## config.mk

```make
export PLATFORM = sky130hd
export DESIGN_NAME = psum_deskew_writer_flat
export DESIGN_NICKNAME = d
export VERILOG_FILES = /design/src/rtl/psum_deskew_writer_if.sv /design/src/rtl/psum_deskew_writer.sv /design/src/flat_wrapper.sv
export SDC_FILE = /design/constraint.sdc
export NUM_CORES = 1
export LEC_CHECK = 0
export BUFFER_PORTS_ARGS = -buffer_cell sky130_fd_sc_hd__buf_2
export CORE_MARGIN = 2
export CORE_UTILIZATION = 60
export DETAILED_ROUTE_END_ITERATION = 10
export GPL_TIMING_DRIVEN = 0
export PLACE_DENSITY = 0.83
export SYNTH_ARGS = -nofsm -noshare
export SYNTH_HDL_FRONTEND = slang
export SYNTH_SLANG_ARGS = --single-unit
```

## constraint.sdc

```tcl
create_clock -name clk -period 3.3 [get_ports clk]
set_input_delay 0.33 -clock clk [delete_from_list [all_inputs] [get_ports clk]]
set_output_delay 0.33 -clock clk [all_outputs]
set_load 0.01 [all_outputs]
```

## src/rtl/psum_deskew_writer_if.sv

```systemverilog
// psum_deskew_writer_if: bus bundle between the systolic array bottom edge,
// the top-level controller and the result-SRAM write port.
// master = array/controller side (drives row data and job control),
// slave  = psum_deskew_writer (drives SRAM write strobe and job status).
interface psum_deskew_writer_if #(
   parameter int MATRIX_SIZE    = 8,
   parameter int PARTIAL_SUM_BW = 20,
   parameter int ADDRESSSIZE    = 10
);
   logic                                  start;
   logic [ADDRESSSIZE-1:0]                base_addr;
   logic [PARTIAL_SUM_BW*MATRIX_SIZE-1:0] psum_in;
   logic [MATRIX_SIZE-1:0]                psum_valid_in;
   logic                                  wr_en;
   logic [ADDRESSSIZE-1:0]                wr_addr;
   logic [PARTIAL_SUM_BW*MATRIX_SIZE-1:0] wr_data;
   logic                                  busy;
   logic                                  done;
   logic                                  skew_err;

   modport master (
      output start, base_addr, psum_in, psum_valid_in,
      input  wr_en, wr_addr, wr_data, busy, done, skew_err
   );

   modport slave (
      input  start, base_addr, psum_in, psum_valid_in,
      output wr_en, wr_addr, wr_data, busy, done, skew_err
   );
endinterface

```

## src/rtl/psum_deskew_writer.sv

```systemverilog
// psum_deskew_writer: realigns column-skewed partial sums from the array
// bottom edge into whole rows and writes one row per cycle to the result SRAM.
// Column j lags column 0 by j cycles, so it is delayed by MATRIX_SIZE-j stages.
// Optional feature: define PSUM_RELU_EN to clamp negative fields of each
// written row to zero at the write register (latency unchanged).
module psum_deskew_writer #(
   parameter int MATRIX_SIZE    = 8,
   parameter int PARTIAL_SUM_BW = 20,
   parameter int ADDRESSSIZE    = 10
) (
   input logic                 clk,
   input logic                 rstn,
   psum_deskew_writer_if.slave bus
);
   localparam int ROW_W = MATRIX_SIZE * PARTIAL_SUM_BW;
   localparam int CNT_W = (MATRIX_SIZE > 1) ? $clog2(MATRIX_SIZE) : 1;

   typedef enum logic [1:0] {S_IDLE, S_COLLECT, S_FINAL, S_DONE} state_t;

   logic [MATRIX_SIZE-1:0] w_vld_dly;
   logic [ROW_W-1:0]       w_row_dly;
   logic                   w_aligned;
   logic                   w_misaligned;

   state_t                 r_state;
   logic [CNT_W-1:0]       r_row_cnt;
   logic [ADDRESSSIZE-1:0] r_next_addr;
   logic [ADDRESSSIZE-1:0] r_wr_addr;
   logic [ROW_W-1:0]       r_wr_data;
   logic                   r_wr_en;
   logic                   r_busy;
   logic                   r_done;
   logic                   r_skew_err;

   // Row post-processing applied as the row is captured into the write register.
   function automatic logic [ROW_W-1:0] f_relu(input logic [ROW_W-1:0] row);
      logic [ROW_W-1:0] res;
      res = row;
`ifdef PSUM_RELU_EN
      for (int j = 0; j < MATRIX_SIZE; j++) begin
         if (row[j*PARTIAL_SUM_BW + PARTIAL_SUM_BW - 1])
            res[j*PARTIAL_SUM_BW +: PARTIAL_SUM_BW] = '0;
      end
`endif
      return res;
   endfunction

   generate
      for (genvar j = 0; j < MATRIX_SIZE; j++) begin : g_col
         localparam int DEPTH = MATRIX_SIZE - j;
         logic signed [PARTIAL_SUM_BW-1:0] r_data_p [DEPTH];
         logic [DEPTH-1:0]                 r_vld_p;

         // Deskew shift register for column j; data and valid move together every cycle.
         always_ff @(posedge clk or negedge rstn) begin
            if (!rstn) begin
               for (int k = 0; k < DEPTH; k++) r_data_p[k] <= '0;
               r_vld_p <= '0;
            end else begin
               r_data_p[0] <= bus.psum_in[j*PARTIAL_SUM_BW +: PARTIAL_SUM_BW];
               r_vld_p[0]  <= bus.psum_valid_in[j];
               for (int k = 1; k < DEPTH; k++) begin
                  r_data_p[k] <= r_data_p[k-1];
                  r_vld_p[k]  <= r_vld_p[k-1];
               end
            end
         end

         assign w_row_dly[j*PARTIAL_SUM_BW +: PARTIAL_SUM_BW] = r_data_p[DEPTH-1];
         assign w_vld_dly[j] = r_vld_p[DEPTH-1];
      end
   endgenerate

   // Row alignment: a row is whole only when every delayed column is valid together.
   assign w_aligned    = &w_vld_dly;
   assign w_misaligned = (|w_vld_dly) & ~w_aligned;

   // Job FSM with registered SRAM write port and status outputs.
   // S_FINAL is the cycle the last write is on the port; S_DONE holds done for one cycle.
   always_ff @(posedge clk or negedge rstn) begin
      if (!rstn) begin
         r_state     <= S_IDLE;
         r_row_cnt   <= '0;
         r_next_addr <= '0;
         r_wr_addr   <= '0;
         r_wr_data   <= '0;
         r_wr_en     <= 1'b0;
         r_busy      <= 1'b0;
         r_done      <= 1'b0;
         r_skew_err  <= 1'b0;
      end else begin
         r_wr_en <= 1'b0;
         r_done  <= 1'b0;
         if (w_misaligned) r_skew_err <= 1'b1;
         case (r_state)
            S_IDLE: begin
               if (bus.start) begin
                  r_state     <= S_COLLECT;
                  r_row_cnt   <= '0;
                  r_wr_addr   <= bus.base_addr;
                  r_next_addr <= bus.base_addr;
                  r_skew_err  <= 1'b0;
                  r_busy      <= 1'b1;
               end
            end
            S_COLLECT: begin
               if (w_aligned) begin
                  r_wr_en     <= 1'b1;
                  r_wr_data   <= f_relu(w_row_dly);
                  r_wr_addr   <= r_next_addr;
                  r_next_addr <= r_next_addr + 1'b1;
                  r_row_cnt   <= r_row_cnt + 1'b1;
                  if (r_row_cnt == CNT_W'(MATRIX_SIZE - 1)) r_state <= S_FINAL;
               end
            end
            S_FINAL: begin
               r_busy  <= 1'b0;
               r_done  <= 1'b1;
               r_state <= S_DONE;
            end
            S_DONE: begin
               r_state <= S_IDLE;
            end
            default: r_state <= S_IDLE;
         endcase
      end
   end

   assign bus.wr_en    = r_wr_en;
   assign bus.wr_addr  = r_wr_addr;
   assign bus.wr_data  = r_wr_data;
   assign bus.busy     = r_busy;
   assign bus.done     = r_done;
   assign bus.skew_err = r_skew_err;
endmodule

```

## src/flat_wrapper.sv

```systemverilog
// flat-port wrapper written by rule: the top's interface ports become plain ports
module psum_deskew_writer_flat 
#(
   parameter int MATRIX_SIZE    = 8,
   parameter int PARTIAL_SUM_BW = 20,
   parameter int ADDRESSSIZE    = 10
)
  (clk, rstn, bus_start, bus_base_addr, bus_psum_in, bus_psum_valid_in, bus_wr_en, bus_wr_addr, bus_wr_data, bus_busy, bus_done, bus_skew_err);
  psum_deskew_writer_if #(.MATRIX_SIZE(MATRIX_SIZE), .PARTIAL_SUM_BW(PARTIAL_SUM_BW), .ADDRESSSIZE(ADDRESSSIZE)) bus_i ();
  input logic clk;
  input logic rstn;
  input wire logic [$bits(bus_i.start)-1:0] bus_start;
  input wire logic [$bits(bus_i.base_addr)-1:0] bus_base_addr;
  input wire logic [$bits(bus_i.psum_in)-1:0] bus_psum_in;
  input wire logic [$bits(bus_i.psum_valid_in)-1:0] bus_psum_valid_in;
  output wire logic [$bits(bus_i.wr_en)-1:0] bus_wr_en;
  output wire logic [$bits(bus_i.wr_addr)-1:0] bus_wr_addr;
  output wire logic [$bits(bus_i.wr_data)-1:0] bus_wr_data;
  output wire logic [$bits(bus_i.busy)-1:0] bus_busy;
  output wire logic [$bits(bus_i.done)-1:0] bus_done;
  output wire logic [$bits(bus_i.skew_err)-1:0] bus_skew_err;
  assign bus_i.start = bus_start;
  assign bus_i.base_addr = bus_base_addr;
  assign bus_i.psum_in = bus_psum_in;
  assign bus_i.psum_valid_in = bus_psum_valid_in;
  assign bus_wr_en = bus_i.wr_en;
  assign bus_wr_addr = bus_i.wr_addr;
  assign bus_wr_data = bus_i.wr_data;
  assign bus_busy = bus_i.busy;
  assign bus_done = bus_i.done;
  assign bus_skew_err = bus_i.skew_err;
  psum_deskew_writer #(.MATRIX_SIZE(MATRIX_SIZE), .PARTIAL_SUM_BW(PARTIAL_SUM_BW), .ADDRESSSIZE(ADDRESSSIZE)) u_core (.clk(clk), .rstn(rstn), .bus(bus_i));
endmodule
```

======== Word level (Yosys, flattened, before mapping) ========
Cells that the tools add are included.
operators by class
  muxes and demuxes ....................... 20
  $mul .................................... 0
  div/mod/pow operators ................... 0
  add/subtract/negate cells ............... 2
  equal/unequal tests ..................... 7
  bitwise logic cells ..................... 2
  reduce and logical (&&, ||, !) cells .... 9
  magnitude comparators ................... 0
  shift operators ......................... 0
operators by type and width
  operator                 count
  $pmux W10 S2             2
  $mux W10                 3
  $add A10 B1 Y10 const B  1
  $reduce_and A9 Y1        1
  $pmux W2 S4              1
  $reduce_and A8 Y1        1
  $reduce_or A8 Y1         1
  $mux W1                  7
  $mux W2                  3
  $mux W3                  2
  $pmux W3 S2              1
  $reduce_and A3 Y1        2
  $eq A2 B2 Y1 const B     2
  $ne A2 B1 Y1 const B     2
  $reduce_bool A2 Y1       2
  $add A3 B1 Y3 const B    1
  $eq A3 B3 Y1 const B     1
  $eq A2 B1 Y1 const B     1
  $logic_not A2 Y1         1
  $ne A2 B2 Y1 const B     1
  $pmux W1 S2              1
  $reduce_and A2 Y1        1
  $and A1 B1 Y1            1
  $not A1 Y1               1
storage, ports and cells
  bits in writable memories ............... 0
  register bits ........................... 945
  output and inout bits ................... 174
  bits in read-only memories .............. 0
  word-level logic and storage cells ...... 93
  latch bits .............................. 0
  memories ................................ 0
  input port bits ......................... 181

======== Longest topological paths before layout ========
Gate-level depths: netlist (run 1).
  word-level depth ........................ 6
  depth in mapped cells ................... 8
  depth with buffers taken out ............ 6

======== Worst setup path before layout (run 1) ========
No wires, ideal clock.
  path kind ............................... register -> register
  start point ............................. register u_core.g_col[4].r_vld_p[3]
  end point ............................... register u_core.r_wr_data[100], in the netlist u_core.bus.wr_data[100]
  slack ................................... 1496 ps
  arrival time ............................ 1676 ps
  data required time ...................... 3173 ps
  cell stages (with the launch flop) ...... 8
  buffers on the path ..................... 3
  period minus slack after synthesis ...... 1804 ps
  setup time .............................. 127 ps
  cell sequence ........................... dfrtp_1 -> nand4_2 -> or2_1 -> buf_4 -> nor2_8 -> buf_12 -> buf_6 -> mux2_1
on the way
  word-level cells in the longest chain between the ends .. 1
ends and longest elaborated chain
  item                                RTL line                   text
  from (decl)                         psum_deskew_writer.sv:52   logic [DEPTH-1:0] r_vld_p;
  from (signal, indexed assignment)   psum_deskew_writer.sv:64   r_vld_p[k] <= r_vld_p[k-1];
  $reduce_and A9 Y1 (no source line)  n/a
  to (signal assigned)                psum_deskew_writer.sv:109  r_wr_data <= f_relu(w_row_dly);
  to (decl)                           psum_deskew_writer.sv:29   logic [ROW_W-1:0] r_wr_data;
Every way passes these cells.
A chain may end at the register's enable or synchronous reset.

==> results of run 1 <==
-- repair_timing --
item	4_1_cts	5_1_grt
hold endpoints to repair	290	0
setup endpoints to repair	0	0
hold buffers	170	0
-- routing by layer --
metal | global-route usage [%] | vias up | part of all wire (%)
li1 | - | 5465 | -
met4 | 11.44 | 8 | 3.5
met1 | 32.46 | 6785 | 36
met3 | 6.170 | 127 | 5.2
met2 | 48.56 | 425 | 55
met5 | 0 | - | 0.086
-- worst max-delay path by stage --
| stage | end | slack (ns) |
|---|---|---|
| 2_1_floorplan | u_core.bus.wr_data[100] | 1.50 |
| 3_3_place_gp | u_core.bus.wr_data[73] | -16.31 |
| 3_5_place_dp | u_core.g_col[7].r_data_p[9] | 0.70 |
| 4_1_cts | u_core.g_col[7].r_data_p[8] | 0.73 |
| 5_1_grt | u_core.g_col[6].r_data_p[8] | 0.24 |
| 6_report | u_core.bus.wr_data[144] | 0.73 |
-- placed cells by master (no fill, tap or decap), types with 7 or more instances in the layout --
master	count
dfrtp_1	945
buf_2	355
dlygate4sd3_1	170
mux2_2	93
clkbuf_16	88
mux2_1	70
clkbuf_1	25
clkinv_2	19
a21oi_1	15
clkbuf_8	14
nand2_1	13
buf_4	10
inv_1	9
nor3_1	9
nor2_1	8
mux2i_1	8
a31oi_1	8
bufinv_16	8
nor4_1	7
ha_1	7
buf_16	7
-- through the flow --
| step | instance area (µm²) | cells | util, % |
|---|---|---|---|
| 6_report | 33920 | 2553 | 77.21 |
| 5_1_grt | 33920 | 2553 | 77.21 |
| 4_1_cts | 33910 | 2549 | 77.19 |
| 3_5_place_dp | 29310 | 2224 | 66.71 |
| 3_3_place_gp | 29100 | 2217 | 66.25 |
| 2_1_floorplan | 26590 | 1271 | - |
-- cell families after synthesis --
group	count (synthesis)	share of synthesized area (%)
DFF	945	88.93
muxes	171	7.204
AOI/OAI and AO/OA	58	1.473
and+or+nand+nor	53	1.115
buffers and inverters	37	0.9458
adders and majority gates	7	0.3294
-- registers in the layout (all words and copies together) (netlist names) --
signal,flops
u_core.r_next_addr,10
u_core.r_row_cnt,3
u_core.bus.done,1
u_core.g_col.r_data_p,720
u_core.bus.wr_en,1
u_core.bus.skew_err,1
u_core.bus.busy,1
u_core.r_state,2
u_core.bus.wr_addr,10
u_core.g_col.r_vld_p,36
u_core.bus.wr_data,160
-- final cells by class --
type	count	area, µm²	share of cell area (%)
sequential	945	23650	69.72
clock buffer	119	2459	7.248
buffer	28	217.7	0.6418
multi-input combinational	289	2691	7.934
tap	592	740.7	2.184
antenna	4	10.01	0.02951
inverter	9	33.78	0.09959
timing repair buffer	531	3676	10.84
clock inverter	36	444.2	1.309
-- critical path: stages --
cell           delay (ns)
dlygate4sd3_1        0.58
buf_8                0.70
buf_16               0.41
buf_16               0.49
buf_16               0.52
-- power by group through the flow --
stage                     registers (µW)  logic (µW)  clock network [µW]
after global placement             12900        1590                   0
after CTS                          12700        1890               10300
after floorplan                    12900         759                   0
after global routing               12800        2080               11000
after detailed placement           12900        1690                   0
final                              12800        1900               10300
==> impl_metrics.tcl, run 1 <==
set metrics [dict create \
    switchingPower_uw 5942 \
    hp-start "bus_start" \
    slew_viol_final 0 \
    startpoint "rstn" \
    netlist_instances 1271 \
    seqPwrFrac_pct 51.2 \
    antenna_left 0 \
    grt_pass1_wl_um 92340 \
    overflow 0 \
    p_per_area_mw_per_mm2 735.2 \
    h-tree-depth 3 \
    pwr-share-clk_pct 41.2 \
    cts-root-buf "clkbuf_16" \
    yosysMostFrequentCell "dfrtp_1" \
    regToRegSetupSlack_ns 0.90 \
    start_util_pct 60.53 \
    first_pass_iters 5 \
    die_y_um 214.5 \
    synthTopCellsByArea "dfrtp_1 (89%), mux2_2 (3.9%), mux2_1 (3.0%)" \
    tns_ns 0 \
    rows 77 \
    grt_pass1_vias 15137 \
    core_mm2 0.04393 \
    postCtsSetupBuffers 0 \
    cp_max_fo 137 \
    status "complete, no violations" \
    rsz0062_at_grt "false" \
    rr_startpoint "u_core.g_col[6].r_vld_p[1]" \
    synth.top_cell.area_share_pct 88.93 \
    syn_area_mm2 0.02659 \
    finClkSkew_ns 0.01857 \
    syn_avg_cell_area_um2 20.92 \
    vias 12810 \
    ys_seq_elements 945 \
    r2r_end "u_core.bus.wr_data[103]" \
    fin_crit_sh_pct 77.78 \
    cap_viol_max_count 0 \
    setup_slack_ns 0.7333 \
    comb_power_share_pct 7.6 \
    nFillCells 2221 \
    setup_violations 0 \
    portBuffers 354 \
    critPathCaptureType "async pin" \
    max_slew_margin_pct 38.54 \
    critical_path_class "in -> async" \
    antenna_found_initial 8 \
    cts_buffers 87 \
    fin_crit_ns 2.567 \
    num-nets-final 2079 \
    async_reset_ff_share_pct 100.0 \
    die-area_mm2 0.04602 \
    io-pin-count 355 \
    layout-drive-gt1-share_pct 31.53 \
    cts.sinks 945 \
    worstPathArrival_ns 3.26 \
    dp_slack_ns 0.6975 \
    syn_nets 1459 \
    critPathRequiredTime_ns 3.99 \
    area_growth_pct 27.56 \
    clk_pin_slew_ns 0.06 \
    drc_errors 0 \
    wl_um 60130 \
    drt_iter0_drc 1068 \
    via_per_inst 5.018 \
    drt-wirelength-per-cell_um 23.55 \
    grtUsageTotal_pct 27.34 \
    die_w_um 214.5 \
    ys_seq_area_share_pct 88.93 \
    grt_max_degree 138 \
    post_cts_resized 0 \
    max_freq_mhz 389.6 \
    power.total_uw 24940 \
    hold_path.class "in -> reg" \
    hpwlAfterDp_um 31120 \
    p_leak_uw 0.01661 \
    hold_viol 0 \
    synth_cell_types 46 \
    peakVddDrop_v 0.0006563 \
    synth-edff-count 0 \
    yosysTopAreaCell "dfrtp_1" \
    synthTopCellsByCount "dfrtp_1 (945), mux2_2 (93), mux2_1 (70)" \
    clk_latency_ns 0.63 \
    cp-start-kind "input pin" \
    swShare_pct 23.83 \
    holdPathStages 3 \
    gp_congestion 0.8388 \
    tightest_slew_ns 0.9219 \
    cts_tree "built" \
    holdWs_ns 0.06644 \
    ys.flop_type "dfrtp_1" \
    cts_buffer_depth 3 \
    hold-path-endpoint "u_core.bus.busy" \
    yosysWarnings 0 \
    p_int_uw 19000 \
    reg2regPathDepth 7 \
]
(Power assumes the default switching activity.)
==> run 2: changes to the inputs <==
Settings changed: ABC_AREA set to 1, CORE_UTILIZATION 60 to 50, PLACE_DENSITY 0.83 to 0.73.
Clock period 3.3 ns to 2.3 ns, I/O delays scaled along.
==> run 2 against run 1 <==
Against the previous run: the run now ends with negative hold slack left; area after synthesis down 0.24%; clock power up 51%; die area up 19%; largest power group unchanged.
==> impl_metrics.tcl, run 2 <==
set metrics [dict create \
    comb_power_share_pct 6.8 \
    rr_startpoint "u_core.r_state[1]" \
    critPathRequiredTime_ns 2.81 \
    vias 14097 \
    peakVddDrop_v 0.0009824 \
    syn_nets 1836 \
    max_freq_mhz 468.1 \
    core_mm2 0.05255 \
    drt_iter0_drc 1134 \
    p_leak_uw 0.01745 \
    layout_commonest_cell "dfrtp_1" \
    critical_path_class "reg -> reg" \
    start_util_pct 50.48 \
    via_per_inst 4.628 \
    seqPwrFrac_pct 50.2 \
    regMostFlops "u_core.g_col.r_data_p" \
    io-pin-count 355 \
    grt_pass1_wl_um 87750 \
    wl_met1_um 21540 \
    wl_um 56840 \
    wl_met3_um 2672 \
    fin_cells 3046 \
    mostFrequentLayoutCells "dfrtp_1 (945), nand2_1 (572), buf_2 (372)" \
    cts_buffers 90 \
    dr_wl_met2_um 30300 \
    tightest_slew_ns 0.6989 \
    syn_area_mm2 0.02653 \
    ys.flop_type "dfrtp_1" \
    clk_latency_ns 0.63 \
    yosysTopAreaCell "dfrtp_1" \
    clk_pin_slew_ns 0.07 \
    ys_seq_elements 945 \
    regToRegSetupSlack_ns 0.16 \
    hold_viol 120 \
    area_growth_pct 29.69 \
    switchingPower_uw 8368 \
    r2r_end "u_core.bus.wr_data[150]" \
    layout-drive-gt1-share_pct 23.49 \
    crit_end "u_core.bus.wr_data[150]" \
    yosysWarnings 0 \
    grt_max_degree 137 \
    cts_tree "built" \
    cp_common_cell "nand2_1" \
    grt_pass1_vias 15983 \
    swShare_pct 23.08 \
    synth-edff-count 0 \
    hpwlAfterDp_um 31140 \
    p_int_uw 27880 \
    async_reset_ff_share_pct 100.0 \
    drt-wirelength-per-cell_um 18.66 \
    synth_cell_types 20 \
    die-area_mm2 0.05491 \
    critPathSlowestCell "dfrtp_1" \
    die_w_um 234.3 \
    antenna_found_initial 4 \
    cp_max_fo 10 \
    violations "negative hold slack" \
    overflow 0 \
    synth.top_cell.area_share_pct 89.15 \
    critPathCaptureType "flip-flop" \
    fin_crit_sh_pct 92.89 \
    ys_seq_area_share_pct 89.15 \
    netlist_instances 1648 \
    setup_violations 0 \
    antenna_left 0 \
    cts.sinks 945 \
    grtUsageTotal_pct 21.19 \
    die_y_um 234.3 \
    final_util_pct 65.46 \
    cts_buffer_depth 3 \
    holdWs_ns -0.4280 \
    p_per_area_mw_per_mm2 1054 \
    cap_viol_max_count 0 \
    num-nets-final 2472 \
    rsz0062_at_grt "false" \
    rows 84 \
    startpoint "u_core.r_state[1]" \
    crit_chain "inv_1 -> ha_1 -> nand2_1 -> nor3_1 -> nand2_2 -> buf_4 -> buf_6 -> nand2_1 -> nand2_1" \
    max_slew_margin_pct 53.41 \
    reg2regPathDepth 9 \
    hold_buffers 179 \
    finClkSkew_ns 0.02551 \
    drc_errors 0 \
    cts-root-buf "clkbuf_16" \
    h-tree-depth 3 \
    slew_viol_final 0 \
    dp_cells 2697 \
    fin_crit_ns 2.137 \
    largest_reg_flops 720 \
    yosysMostFrequentCell "dfrtp_1" \
    cp-start-kind "flip-flop" \
    syn_avg_cell_area_um2 16.10 \
    maxUsedRoutingLayer "met4" \
    synthTopCellsByArea "dfrtp_1 (89%), nand2_1 (8.1%), buf_6 (0.42%)" \
    portBuffers 354 \
    gp_congestion 0.8770 \
    status "finished with violations" \
    hold_path.class "in -> async" \
    pwr-share-clk_pct 43.0 \
    synthTopCellsByCount "dfrtp_1 (945), nand2_1 (573), buf_2 (21), o21ai_0 (21), inv_1 (18)" \
    critical_path.max_stage_delay_ns 0.39 \
    worstPathArrival_ns 2.64 \
    first_pass_iters 8 \
]
run 2: cell types whose count changed after synthesis, sizes merged, moves of 8 or more:
cell | previous run | this run
buf | 20 | 33
a31oi | 8 | 0
a21oi | 15 | 4
nor2 | 9 | 17
nand2 | 13 | 574
mux2i | 8 | 0
inv | 9 | 19
mux2 | 163 | 0
o21ai | 8 | 21
run 2: routing by layer:
layer | GRT usage (%) | vias up
li1 | - | 6342
met2 | 36.96 | 430
met5 | 0 | -
met3 | 4.049 | 129
met4 | 10.50 | 0
met1 | 25.38 | 7196
run 2: worst max-delay path, delay by kind of cell (launching register included):
kind / cells / cell delay, ns
fa+ha+maj: 1 / 0.30
simple gates: 5 / 0.73
buf+inv: 3 / 0.59
flops: 1 / 0.39
run 2: repair_timing:
action / in CTS / in global routing
setup buffers: 0 / 2
setup endpoints to repair: 224 / 151
pin swaps: 0 / 1
hold endpoints to repair: 302 / 120
resized for setup: 2 / 2
gates cloned: 0 / 2
run 2: layout make-up:
class | instances | area (µm²)
timing repair buffer | 544 | 3836
fill | 3451 | 18150
clock inverter | 42 | 594.3
buffer | 40 | 264.0
inverter | 19 | 71.32
multi-input combinational | 644 | 2551
sequential | 945 | 23650
antenna | 4 | 10.01
clock buffer | 120 | 2566
tap | 688 | 860.8
run 2: power by group through the flow:
| stage | Sequential (µW) | Combinational (µW) | Clock, µW |
|---|---|---|---|
| 3_5_place_dp | 18400 | 2180 | 0 |
| 2_1_floorplan | 18400 | 933 | 0 |
| 3_3_place_gp | 18400 | 2050 | 0 |
| 6_report | 18200 | 2460 | 15600 |
| 5_1_grt | 18300 | 2810 | 16700 |
| 4_1_cts | 18200 | 2460 | 15800 |
run 2: cells by family (layout without fill, tap and decap cells):
family | count (synthesis) | after routing | share of synthesized area, %
adders and majority gates | 7 | 7 | 0.3302
DFF | 945 | 945 | 89.15
other | 0 | 4 | 0
and+or+nand+nor | 609 | 609 | 8.726
AOI/OAI and AO/OA | 28 | 28 | 0.5519
buffers and inverters | 59 | 765 | 1.245
run 2: worst min-delay path by stage:
stage	to	slack, ns	cells after the start
after detailed placement	u_core.g_col[0].r_data_p[117]	0.33	0
after global placement	u_core.g_col[1].r_data_p[85]	0.33	0
after global routing	u_core.g_col[1].r_data_p[114]	-0.36	1
after CTS	u_core.g_col[1].r_data_p[111]	-0.41	1
final	u_core.g_col[1].r_data_p[114]	-0.43	1
after floorplan	u_core.bus.busy	-0.07	0
run 2: stage by stage:
| stage | power, µW | hold slack [ns] | worst slack (ns) | TNS, ns | instance area, µm² |
|---|---|---|---|---|---|
| floorplan | 19380 | -0.06559 | 0.7079 | 0 | 26530 |
| global placement | 20450 | 0.3313 | -17.22 | - | 29160 |
| detailed placement | 20630 | 0.3347 | -0.8286 | -141.67 | 29360 |
| CTS | 36430 | -0.4072 | 0.02691 | 0 | 34320 |
| global route | 37760 | -0.3569 | 0.02060 | 0 | 34400 |
| finish | 36250 | -0.4280 | 0.1635 | 0 | 34400 |
